File: config.mk
export PLATFORM = sky130hd
export DESIGN_NAME = mux_masters
export DESIGN_NICKNAME = d
export VERILOG_FILES = /design/src/rtl/crossbar_pkg.sv /design/src/rtl/mux_masters_rr_arb2.sv /design/src/rtl/mux_masters.sv
export SDC_FILE = /design/constraint.sdc
export NUM_CORES = 1
export LEC_CHECK = 0
export CAP_MARGIN = 20
export CORE_AREA = 3 3 114 116
export CTS_CLUSTER_SIZE = 8
export DETAILED_ROUTE_END_ITERATION = 6
export DIE_AREA = 0 0 117 119
export GPL_ROUTABILITY_DRIVEN = 0
export GPL_TIMING_DRIVEN = 1
export PLACE_DENSITY = 0.84
export SYNTH_ARGS = -nofsm -noshare
export SYNTH_HDL_FRONTEND = slang
export SYNTH_SLANG_ARGS = --single-unit
export TNS_END_PERCENT = 5
File: constraint.sdc
create_clock -name clk -period 2.9 [get_ports clk]
set_input_delay 0.435 -clock clk [delete_from_list [all_inputs] [get_ports clk]]
set_output_delay 0.435 -clock clk [all_outputs]
set_load 0.03 [all_outputs]
File: src/rtl/crossbar_pkg.sv
// Shared crossbar types and defaults: widths, command encoding, arbiter states.
// Latency: none (declarations only).
// Backpressure: not applicable.
package crossbar_pkg;

    localparam int N_DEF       = 32;
    localparam int TIMEOUT_DEF = 16;

    localparam logic CMD_READ  = 1'b0;
    localparam logic CMD_WRITE = 1'b1;

    localparam logic [N_DEF-1:0] ERR_DATA_DEF = 32'hDEADBEEF;

    typedef enum logic {
        IDLE = 1'b0,
        BUSY = 1'b1
    } arb_state_t;

    // Index of the other port of a two-way arbiter.
    function automatic logic rr_other(input logic idx);
        return ~idx;
    endfunction

endpackage

File: src/rtl/mux_masters_rr_arb2.sv
// Two-way round-robin pick: lone requester wins, ties go to rr_ptr.
// Latency: combinational.
// Backpressure: none; caller decides when the pick is consumed.
module rr_arb2 (
    input  logic [1:0] req,
    input  logic       rr_ptr,
    output logic       grant,
    output logic       any_req
);

    always_comb begin
        any_req = |req;
        grant   = 1'b0;
        case (req)
            2'b01:   grant = 1'b0;
            2'b10:   grant = 1'b1;
            2'b11:   grant = rr_ptr;
            default: grant = 1'b0;
        endcase
    end

endmodule

File: src/rtl/mux_masters.sv
// Two masters onto one slave port, round-robin grant held for the whole transaction.
// Latency: req at edge t -> slave_req from t+1; slave_ack returned to the owner combinationally.
// Backpressure: masters hold req until their ack; optional MUX_MASTERS_TIMEOUT_EN bounds the wait.
module mux_masters
    import crossbar_pkg::*;
#(
    parameter int            N        = N_DEF,
    parameter int            TIMEOUT  = TIMEOUT_DEF,
    parameter logic [N-1:0]  ERR_DATA = N'(ERR_DATA_DEF)
) (
    input  logic         clk,
    input  logic         rst,

    input  logic         master_1_req,
    input  logic [N-1:0] master_1_addr,
    input  logic         master_1_cmd,
    input  logic [N-1:0] master_1_wdata,
    output logic         master_1_ack,
    output logic [N-1:0] master_1_rdata,

    input  logic         master_2_req,
    input  logic [N-1:0] master_2_addr,
    input  logic         master_2_cmd,
    input  logic [N-1:0] master_2_wdata,
    output logic         master_2_ack,
    output logic [N-1:0] master_2_rdata,

    output logic         slave_req,
    output logic [N-1:0] slave_addr,
    output logic         slave_cmd,
    output logic [N-1:0] slave_wdata,
    input  logic         slave_ack,
    input  logic [N-1:0] slave_rdata,

    output logic         grant
);

    typedef struct packed {
        logic [N-1:0] addr;
        logic         cmd;
        logic [N-1:0] wdata;
    } xfer_t;

    if (TIMEOUT < 1) begin : g_timeout_check
        $error("mux_masters: TIMEOUT must be at least 1");
    end

    arb_state_t state_q, state_d;
    logic       rr_ptr_q;
    logic       grant_q;
    logic       slave_req_q;
    xfer_t      xfer_q;
    xfer_t      pick;
    logic       arb_grant;
    logic       arb_any;
    logic       timeout_hit;
    logic       done;
    logic [N-1:0] ret_data;

    rr_arb2 u_arb (
        .req     ({master_2_req, master_1_req}),
        .rr_ptr  (rr_ptr_q),
        .grant   (arb_grant),
        .any_req (arb_any)
    );

`ifdef MUX_MASTERS_TIMEOUT_EN
    localparam int            CW   = (TIMEOUT > 1) ? $clog2(TIMEOUT) : 1;
    localparam logic [CW-1:0] LAST = CW'(TIMEOUT - 1);

    logic [CW-1:0] to_cnt_q;

    // Held at zero while idle, so the first BUSY cycle always sees 0.
    always_ff @(posedge clk) begin
        if (!rst) begin
            to_cnt_q <= '0;
        end else if (state_q == IDLE) begin
            to_cnt_q <= '0;
        end else begin
            to_cnt_q <= to_cnt_q + CW'(1);
        end
    end

    assign timeout_hit = (state_q == BUSY) && (to_cnt_q == LAST);
`else
    assign timeout_hit = 1'b0;
`endif

    assign done     = slave_ack | timeout_hit;
    assign ret_data = slave_ack ? slave_rdata : ERR_DATA;

    always_comb begin
        pick = '0;
        if (arb_grant) begin
            pick.addr  = master_2_addr;
            pick.cmd   = master_2_cmd;
            pick.wdata = master_2_wdata;
        end else begin
            pick.addr  = master_1_addr;
            pick.cmd   = master_1_cmd;
            pick.wdata = master_1_wdata;
        end
    end

    always_ff @(posedge clk) begin
        if (!rst) begin
            state_q <= IDLE;
        end else begin
            state_q <= state_d;
        end
    end

    always_comb begin
        state_d        = state_q;
        master_1_ack   = 1'b0;
        master_1_rdata = '0;
        master_2_ack   = 1'b0;
        master_2_rdata = '0;
        case (state_q)
            IDLE: begin
                if (arb_any) begin
                    state_d = BUSY;
                end
            end
            BUSY: begin
                if (done) begin
                    state_d = IDLE;
                    if (grant_q) begin
                        master_2_ack   = 1'b1;
                        master_2_rdata = ret_data;
                    end else begin
                        master_1_ack   = 1'b1;
                        master_1_rdata = ret_data;
                    end
                end
            end
            default: state_d = IDLE;
        endcase
    end

    // Request fields are captured once at grant; master inputs are ignored while BUSY.
    always_ff @(posedge clk) begin
        if (!rst) begin
            rr_ptr_q    <= 1'b0;
            grant_q     <= 1'b0;
            slave_req_q <= 1'b0;
            xfer_q      <= '0;
        end else if (state_q == IDLE) begin
            if (arb_any) begin
                grant_q     <= arb_grant;
                xfer_q      <= pick;
                slave_req_q <= 1'b1;
            end
        end else if (done) begin
            slave_req_q <= 1'b0;
            rr_ptr_q    <= rr_other(grant_q);
        end
    end

    assign slave_req   = slave_req_q;
    assign slave_addr  = xfer_q.addr;
    assign slave_cmd   = xfer_q.cmd;
    assign slave_wdata = xfer_q.wdata;
    assign grant       = grant_q;

endmodule

Word-level counts from Yosys, hierarchy flattened
Index checks and enable logic that the tools add are counted.
{"block": "classes", "n_div": 0, "n_bitwise": 2, "order_cmp": 0, "shift": 0, "mux": 20, "addsub": 0, "n_mul": 0, "eq_ne": 3, "reduce_logical": 5}
{"op": "two-way mux 32 bit", "count": 6}
{"op": "two-way mux 65 bit", "count": 1}
{"op": "two-way mux 1 bit", "count": 11}
{"op": "AND reduction 2 bit", "count": 3}
{"op": "== test 2 bit (second input constant)", "count": 2}
{"op": "case mux 1 bit (2 select lines)", "count": 2}
{"op": "inequality test 2 bit (second input constant)", "count": 1}
{"op": "inverter 1 bit", "count": 2}
{"op": "nonzero test 2 bit", "count": 1}
{"op": "OR reduction 2 bit", "count": 1}
{"block": "totals", "input_bits": 167, "romBits": 0, "regBits": 69, "ram_bits": 0, "latch_bits": 0, "memories": 0, "output_inout_bits": 133}

Depth between registers and ports, before layout
Gate-level depths: netlist of run 1.
{"block": "logic_depth", "ltp_word": 3, "depth_mapped": 5}

Cells and area by module
A second synthesis of run 1 with hierarchy kept.
{"block": "hier_totals", "cells_unflattened": 380, "hier_area_um2": 3505.9}
{"module": "mux_masters", "cells_each": 377, "area_each_um2": 3488.3, "n_inst": 1, "seq_area_each_um2": 1381.3}
{"module": "rr_arb2", "cells_each": 3, "area_each_um2": 17.5, "n_inst": 1, "seq_area_each_um2": 0.0}

Least setup slack after synthesis of run 1
Ideal clock, no wire load.
{"block": "synth_timing", "path_kind": "register to output", "start": "register grant_q, in the netlist grant", "end": "output master_2_rdata[22]", "path_slack_ns": 1.059, "path_stages_with_launch": 5, "arrival_ns": 1.406, "path_buffers": 1, "path_cell_list": "dfxtp_1 > inv_1 > nor2_1 > buf_2 > and2_1"}
{"block": "synth_via", "elab_chain_cells": 3}
{"item": "start: declaration", "line": "mux_masters.sv:50", "text": "logic grant_q;"}
{"item": "start signal: assignment", "line": "mux_masters.sv:150", "text": "grant_q <= arb_grant;"}
{"item": "two-way mux 32 bit", "line": "mux_masters.sv:128", "text": "if (grant_q) begin"}
{"item": "two-way mux 32 bit", "line": "mux_masters.sv:126", "text": "if (done) begin"}
{"item": "two-way mux 32 bit", "line": "mux_masters.sv:119", "text": "case (state_q)"}
{"item": "end: declaration", "line": "mux_masters.sv:26", "text": "output logic [N-1:0] master_2_rdata,"}
No other way between the ends.

Worst setup path in the final report of run 1
{"block": "layout_timing", "start": "input slave_ack", "end": "output master_1_ack"}
{"block": "layout_via", "elab_chain_cells": 2}
{"item": "start: declaration", "line": "mux_masters.sv:32", "text": "input logic slave_ack,"}
{"item": "two-way mux 1 bit", "line": "mux_masters.sv:126"}
{"item": "two-way mux 1 bit", "line": "mux_masters.sv:119"}
{"item": "end: declaration", "line": "mux_masters.sv:18", "text": "output logic master_1_ack,"}
No other way between the ends.

==> impl_metrics.toml, run 1 <==
[timing]
fmax_mhz = 439
postLayoutSetupSlackWorst_ns = 0.620
skew_ns = 0.0105
max_slew_margin = 0.579
hold_viol_final = 0
totalNegativeSetupSlack_ns = 0
layout_worst_path_cycle_share = 0.786
rsz0062_at_grt = "no"
worst_pin_slew_ns = 0.631
final_max_slew_viol_count = 0
finalCriticalPeriod_ns = 2.28
final-setup-viol-count = 0

[layout]
area_of_all_sequential_standard_cells_sq_mm = 0.00138
ratio_of_cells_with_drive_above_1_in_the_final_layout = 0.133
num-nets-final = 894
area.growth.synth_to_final_pct = 90.6
fill_cells = 1139
multi_input_gate_area_sq_mm = 0.00188
insertedDiodeCount = 0

[global_route]
grt_pass1_vias = 4306
wire_length_of_the_first_global_routing_pass_um = 23800
globalRouteOverflowTotal = 0
grt_max_degree = 95
grt_util_all_layers = 0.220
grt_antenna_before_repair = 0

[setup_path]
crit_path_end_kind = "output pin"
worst-path-buf-inv = 2
critical_path_arrival_ns = 1.85
worstPathMaxFanout = 2
crit_path_start_kind = "primary input"
origin_of_the_critical_flop_to_flop_path = "rr_ptr_q"
cpPeakStageDelay_ns = 0.71
cell_mode_on_critical_path = "sky130_fd_sc_hd__clkdlybuf4s50_1"
worstSetupStartpoint = "slave_ack"
path_delay_family = "buffers and inverters"
crit_path_required_time_ns = 2.47
critical_path_depth = 3
endpoint = "master_1_ack"
r2r_end = "slave_addr[7]"
path_cells = "clkdlybuf4s50_1, and3b_1, clkdlybuf4s50_1"
worst_setup_path_category = "in -> out"
r2r_cells = 4
ff2ff_setup_slack_ns = 1.45
timing.critical_path.slowest_stage_cell = "sky130_fd_sc_hd__clkdlybuf4s50_1"

[clock_network]
tritoncts = "built"
post_cts_resized = 0
cts_made_buffers = 9
cts-htree-levels = 3
clkSlewWorstSetupHoldPaths_ns = 0.05
clock_sink_count = 69
cts-root-to-sink-buffers = 2
cts_setup_buffers = 0
post_cts_hold_buffer_count = 0
ctsRootBufferMaster = "sky130_fd_sc_hd__clkbuf_16"
latest_clock_arrival_within_the_worst_skew_pair_ns = 0.33

[power_and_ir_drop]
vdd_drop_max_mv = 0.238
p_leak_nw = 2.59
power_frac_seq = 0.334
power_density_mw_per_mm2 = 487
power.net_switching_w = 0.00104
p_sw_frac = 0.318
power_frac_comb = 0.319
internal_power_w = 0.00223
share_clk_of_total_power = 0.347

[detailed_routing]
detailedRoute.firstPassIterationCount = 6
drt_wl_total_um = 16200
detail-route-antenna-nets = 0
remaining_drc_errors = 0
first_iter_violations = 328
vias = 4539
detail_route.wl_per_cell_um = 18.4
post_drt_via_cell_ratio = 5.16

[worst_hold_path]
timing.hold.worst.class = "reg -> reg"

[place]
post-dp-hpwl_um = 11800
detailedPlace.worstSlack_ns = 0.639
io_buffer_count = 299

[yosys]
ys_seq_elements = 69
post_synth.cell_area_avg_sq_um = 7.61
netlist_instances = 463
number_of_nets_in_the_synthesized_netlist = 630
synth.yosys.seq_area_share = 0.392
yosysWarningCount = 0
synth.distinct_cells = 22
synthesis.area_sq_mm = 0.00352

[job]
maxCapViolCount = 0

[die]
num_rows = 40
die_h_um = 119
start_util = 0.293
dieArea_sq_mm = 0.0139
fp.dieW_um = 117
io-pin-count = 300
floorplan.core_area_sq_mm = 0.0120

[run_status]
status = "finished, final reports clean"
==> cell families (layout without fill, tap and decap cells) <==
logic type / after synthesis / in the layout / share of synthesized area
compound gates: 200 / 200 / 0.312
flops: 69 / 69 / 0.392
buf+inv: 58 / 327 / 0.0777
simple gates: 136 / 136 / 0.218
==> final cells by class <==
class | count | area share
timing repair buffer | 309 | 0.440
clock inverter | 6 | 0.0102
multi-input combinational | 336 | 0.280
inverter | 2 | 0.00112
tap | 147 | 0.0274
sequential | 69 | 0.206
clock buffer | 10 | 0.0356
==> metrics by stage <==
stage / cells / power [W] / util / hold WS, ns / cell area [sq um]
floorplan: 463 / 0.00162 / - / 0.483 / 3520
global placement: 863 / 0.00215 / 0.534 / 0.485 / 6410
detailed placement: 863 / 0.00216 / 0.534 / 0.491 / 6410
CTS: 879 / 0.00331 / 0.559 / 0.505 / 6720
global route: 879 / 0.00342 / 0.559 / 0.526 / 6720
finish: 879 / 0.00327 / 0.559 / 0.498 / 6720
==> power groups by stage <==
stage               logic [W]  clock network [W]  registers, W
floorplan            0.000331                  0       0.00129
global placement      0.00104                  0       0.00111
detailed placement    0.00105                  0       0.00111
CTS                   0.00105            0.00116       0.00109
global route          0.00111            0.00120       0.00110
finish                0.00104            0.00113       0.00109
==> state kept, by name, summed over array words and instances (netlist names) <==
| register | flops |
|---|---|
| slave_addr | 32 |
| slave_cmd | 1 |
| state_q | 1 |
| rr_ptr_q | 1 |
| slave_req | 1 |
| grant | 1 |
| slave_wdata | 32 |
==> worst min-delay path by stage <==
stage / from / endpoint / cells past startpoint / slack (ns)
after global routing: slave_req / slave_req / 1 / 0.53
after detailed placement: slave_req / slave_req / 1 / 0.49
after global placement: slave_req / slave_req / 1 / 0.49
final: slave_req / slave_req / 1 / 0.50
after floorplan: rr_ptr_q / rr_ptr_q / 2 / 0.48
after CTS: slave_req / slave_req / 1 / 0.50
==> worst register-to-register path, cell delays in order (launching register included) <==
cell                      delay, ns
sky130_fd_sc_hd__dfxtp_1       0.32
sky130_fd_sc_hd__and2b_2       0.40
sky130_fd_sc_hd__buf_12        0.29
sky130_fd_sc_hd__o21ai_0       0.17
sky130_fd_sc_hd__a31oi_1       0.19
==> placed cells by master (no fill, tap or decap) <==
| cell | n |
|---|---|
| sky130_fd_sc_hd__buf_4 | 70 |
| sky130_fd_sc_hd__and2_1 | 65 |
| sky130_fd_sc_hd__clkinvlp_4 | 1 |
| sky130_fd_sc_hd__bufinv_16 | 1 |
| sky130_fd_sc_hd__buf_2 | 2 |
| sky130_fd_sc_hd__nand3_1 | 65 |
| sky130_fd_sc_hd__nand2b_2 | 1 |
| sky130_fd_sc_hd__a21oi_1 | 1 |
| sky130_fd_sc_hd__o21ai_1 | 69 |
| sky130_fd_sc_hd__dfxtp_1 | 69 |
| sky130_fd_sc_hd__clkbuf_16 | 9 |
| sky130_fd_sc_hd__and2b_2 | 1 |
| sky130_fd_sc_hd__inv_6 | 2 |
| sky130_fd_sc_hd__nor2_1 | 1 |
| sky130_fd_sc_hd__clkbuf_8 | 1 |
| sky130_fd_sc_hd__a31oi_1 | 65 |
| sky130_fd_sc_hd__clkinv_2 | 1 |
| sky130_fd_sc_hd__and3b_1 | 1 |
| sky130_fd_sc_hd__inv_2 | 1 |
| sky130_fd_sc_hd__inv_1 | 1 |
| sky130_fd_sc_hd__o311a_1 | 1 |
| sky130_fd_sc_hd__clkinv_4 | 1 |
| sky130_fd_sc_hd__o21ai_0 | 61 |
| sky130_fd_sc_hd__nor2b_1 | 1 |
| sky130_fd_sc_hd__o211a_1 | 1 |
| sky130_fd_sc_hd__buf_12 | 5 |
| sky130_fd_sc_hd__o32ai_1 | 1 |
| sky130_fd_sc_hd__nand2_1 | 1 |
| sky130_fd_sc_hd__o21ba_4 | 1 |
| sky130_fd_sc_hd__clkdlybuf4s50_1 | 232 |
==> per-layer routing <==
metal	wire length (um)	GRT usage	vias up
met5	0	0	-
met4	435	0.0803	0
met3	1300	0.0554	27
met2	8080	0.373	221
met1	6380	0.265	2070
li1	-	-	2221
==> cell usage after synthesis <==
library cell / instances / area share
sky130_fd_sc_hd__nand2b_1: 1 / 0.0018
sky130_fd_sc_hd__inv_2: 1 / 0.0011
sky130_fd_sc_hd__o311a_1: 1 / 0.0028
sky130_fd_sc_hd__o21ai_1: 69 / 0.098
sky130_fd_sc_hd__buf_2: 33 / 0.047
sky130_fd_sc_hd__o32ai_1: 1 / 0.0025
sky130_fd_sc_hd__nor2b_1: 1 / 0.0018
sky130_fd_sc_hd__o21ba_2: 1 / 0.0028
sky130_fd_sc_hd__o21ai_0: 61 / 0.087
sky130_fd_sc_hd__and3b_1: 1 / 0.0025
sky130_fd_sc_hd__and2_1: 65 / 0.12
sky130_fd_sc_hd__a31oi_1: 65 / 0.12
sky130_fd_sc_hd__nor2_1: 1 / 0.0011
sky130_fd_sc_hd__o211a_1: 1 / 0.0028
sky130_fd_sc_hd__clkbuf_1: 19 / 0.020
sky130_fd_sc_hd__nand2_1: 1 / 0.0011
sky130_fd_sc_hd__and2b_1: 1 / 0.0021
sky130_fd_sc_hd__dfxtp_1: 69 / 0.39
sky130_fd_sc_hd__inv_1: 1 / 0.0011
sky130_fd_sc_hd__a21oi_1: 1 / 0.0014
sky130_fd_sc_hd__buf_4: 4 / 0.0085
sky130_fd_sc_hd__nand3_1: 65 / 0.092
Power figures use the tool's default switching activity.
==> run 2: changes to the inputs <==
--- a/config.mk
+++ b/config.mk
@@ -6,13 +6,13 @@
 export NUM_CORES = 1
 export LEC_CHECK = 0
 export CAP_MARGIN = 20
-export CORE_AREA = 3 3 114 116
+export CORE_AREA = 3 3 116 118
 export CTS_CLUSTER_SIZE = 8
 export DETAILED_ROUTE_END_ITERATION = 6
-export DIE_AREA = 0 0 117 119
+export DIE_AREA = 0 0 119 121
 export GPL_ROUTABILITY_DRIVEN = 0
 export GPL_TIMING_DRIVEN = 1
-export PLACE_DENSITY = 0.84
+export PLACE_DENSITY = 0.82
 export SYNTH_ARGS = -nofsm -noshare
 export SYNTH_HDL_FRONTEND = slang
 export SYNTH_SLANG_ARGS = --single-unit
==> constraint.sdc (replaced) <==
create_clock -name clk -period 2.4 [get_ports clk]
set_input_delay 0.36 -clock clk [delete_from_list [all_inputs] [get_ports clk]]
set_output_delay 0.36 -clock clk [all_outputs]
set_load 0.03 [all_outputs]
==> run 2 against run 1 <==
Register-to-register slack lost 0.34 ns. Sequential power grew 21%. Clock-buffer cell count grew 1. Non-clock buffer count grew 3. Via count shrank 0.15%. Combinational power grew 22%. Final cell count grew 3.2%. Clock power grew 19%. First-iteration DRC count shrank 13%. Final area grew 0.88%. Setup slack lost 0.29 ns. Critical path type unchanged. Global-route usage shrank 0.43 points.
==> impl_metrics.toml, run 2 (synthesized netlist as in run 1, its figures left out) <==
[run_status]
status = "finished, final reports clean"

[setup_path]
cpPeakStageDelay_ns = 0.47
timing.critical_path.slowest_stage_cell = "sky130_fd_sc_hd__clkdlybuf4s50_1"
critical_path_arrival_ns = 1.71
worst_setup_path_category = "in -> out"
worstPathMaxFanout = 33
critical_path_depth = 6
crit_path_required_time_ns = 2.04
r2r_cells = 4
path_cells = "clkdlybuf4s50_1, nand2_1, nor2_1, buf_4, and2_1, buf_12"
worst-path-buf-inv = 3
crit_path_start_kind = "primary input"
path_delay_family = "buffers and inverters"
ff2ff_setup_slack_ns = 1.11
crit_path_end_kind = "output pin"

[layout]
fill_cells = 1160
ratio_of_cells_with_drive_above_1_in_the_final_layout = 0.136
insertedDiodeCount = 0
num-nets-final = 897
final_cell_count_no_fill = 907
area.growth.synth_to_final_pct = 92.3
area_of_all_sequential_standard_cells_sq_mm = 0.00138
layout.cells.most_common_list = "sky130_fd_sc_hd__clkdlybuf4s50_1, sky130_fd_sc_hd__buf_4, sky130_fd_sc_hd__o21ai_1, sky130_fd_sc_hd__dfxtp_1"
multi_input_gate_area_sq_mm = 0.00188
final_util = 0.539
layout.cells.most_common = "sky130_fd_sc_hd__clkdlybuf4s50_1"

[global_route]
globalRouteOverflowTotal = 0
grt_max_degree = 68
grt_antenna_before_repair = 1
wire_length_of_the_first_global_routing_pass_um = 24700
grt_util_all_layers = 0.216
grt_pass1_vias = 4579

[timing]
hold_viol_final = 0
totalNegativeSetupSlack_ns = 0
worst_pin_slew_ns = 0.422
max_slew_margin = 0.718
layout_worst_path_cycle_share = 0.862
final_max_slew_viol_count = 0
rsz0062_at_grt = "no"
skew_ns = 0.00616
final-setup-viol-count = 0
finalCriticalPeriod_ns = 2.07
fin_hold_ws_ns = 0.496
fmax_mhz = 483

[power_and_ir_drop]
internal_power_w = 0.00269
p_leak_nw = 2.60
vdd_drop_max_mv = 0.281
p_sw_frac = 0.313
share_clk_of_total_power = 0.341
power_density_mw_per_mm2 = 579
power.net_switching_w = 0.00123
power_frac_comb = 0.323
power_frac_seq = 0.336

[clock_network]
post_cts_resized = 0
cts-root-to-sink-buffers = 2
ctsRootBufferMaster = "sky130_fd_sc_hd__clkbuf_16"
clock_sink_count = 69
cts_made_buffers = 9
latest_clock_arrival_within_the_worst_skew_pair_ns = 0.32
post_cts_hold_buffer_count = 0
tritoncts = "built"
cts_setup_buffers = 0
cts-htree-levels = 3
clkSlewWorstSetupHoldPaths_ns = 0.06

[detailed_routing]
remaining_drc_errors = 0
first_iter_violations = 286
vias = 4532
post_drt_via_cell_ratio = 5.00
detailedRoute.firstPassIterationCount = 4
detail-route-antenna-nets = 0
detail_route.wl_per_cell_um = 17.9
drt_wl_total_um = 16200

[die]
dieArea_sq_mm = 0.0144
start_util = 0.280
num_rows = 41
die_h_um = 121
fp.dieW_um = 119
io-pin-count = 300
floorplan.core_area_sq_mm = 0.0126

[job]
maxCapViolCount = 0

[worst_hold_path]
timing.hold.worst.class = "reg -> reg"
timing.hold.worst_path_depth = 1

[place]
io_buffer_count = 299
post-dp-hpwl_um = 11800
post_place_cells = 891
-- run 2: changes by cell type in the layout (fill, tap and decap cells not counted) --
| cell | previous run | this run |
|---|---|---|
| sky130_fd_sc_hd__clkbuf_1 | 0 | 1 |
| sky130_fd_sc_hd__buf_4 | 70 | 73 |
| sky130_fd_sc_hd__buf_12 | 5 | 6 |
| sky130_fd_sc_hd__inv_6 | 2 | 0 |
| sky130_fd_sc_hd__clkinv_4 | 1 | 2 |
| sky130_fd_sc_hd__clkdlybuf4s50_1 | 232 | 231 |
-- run 2: through the flow --
step                      area [sq um]  power (W)  setup WS (ns)
after floorplan                   3520    0.00196          0.634
after global placement            6470    0.00260          0.411
after detailed placement          6470    0.00261          0.351
after CTS                         6780    0.00396          0.335
after global routing              6780    0.00411          0.229
final                             6780    0.00392          0.331
-- run 2: cell type report --
type | instances | share of cell area
Tap cell | 172 | 0.0318
Clock inverter | 5 | 0.00886
Clock buffer | 11 | 0.0358
Timing Repair Buffer | 312 | 0.441
Multi-Input combinational cell | 336 | 0.277
Sequential cell | 69 | 0.204
Inverter | 2 | 0.00111
-- run 2: path summary, 6_finish.rpt --
path,endpoint,startpoint
worst min register to register,slave_req,slave_req
worst max register to register,slave_addr[3],rr_ptr_q
worst max-delay path,master_2_rdata[31],slave_ack
worst min-delay path,slave_req,slave_req
-- run 2: power groups by stage --
stage	clock network (W)	registers [W]	logic, W
floorplan	0	0.00156	0.000400
global placement	0	0.00134	0.00126
detailed placement	0	0.00134	0.00127
CTS	0.00137	0.00132	0.00127
global route	0.00143	0.00133	0.00135
finish	0.00134	0.00132	0.00127
-- run 2: per-layer routing --
layer  part of all wire  track usage  vias up
met3              0.076       0.0601       24
met2               0.50        0.387      222
met1               0.40        0.248     2066
li1                   -            -     2218
met5            0.00068            0        -
met4              0.019       0.0659        2
==> run 3: changes to the inputs <==
--- a/config.mk
+++ b/config.mk
@@ -7,7 +7,6 @@
 export LEC_CHECK = 0
 export CAP_MARGIN = 20
 export CORE_AREA = 3 3 116 118
-export CTS_CLUSTER_SIZE = 8
 export DETAILED_ROUTE_END_ITERATION = 6
 export DIE_AREA = 0 0 119 121
 export GPL_ROUTABILITY_DRIVEN = 0
==> results of run 3 <==
Final layout, timing and power as in run 2 (identical DEF).
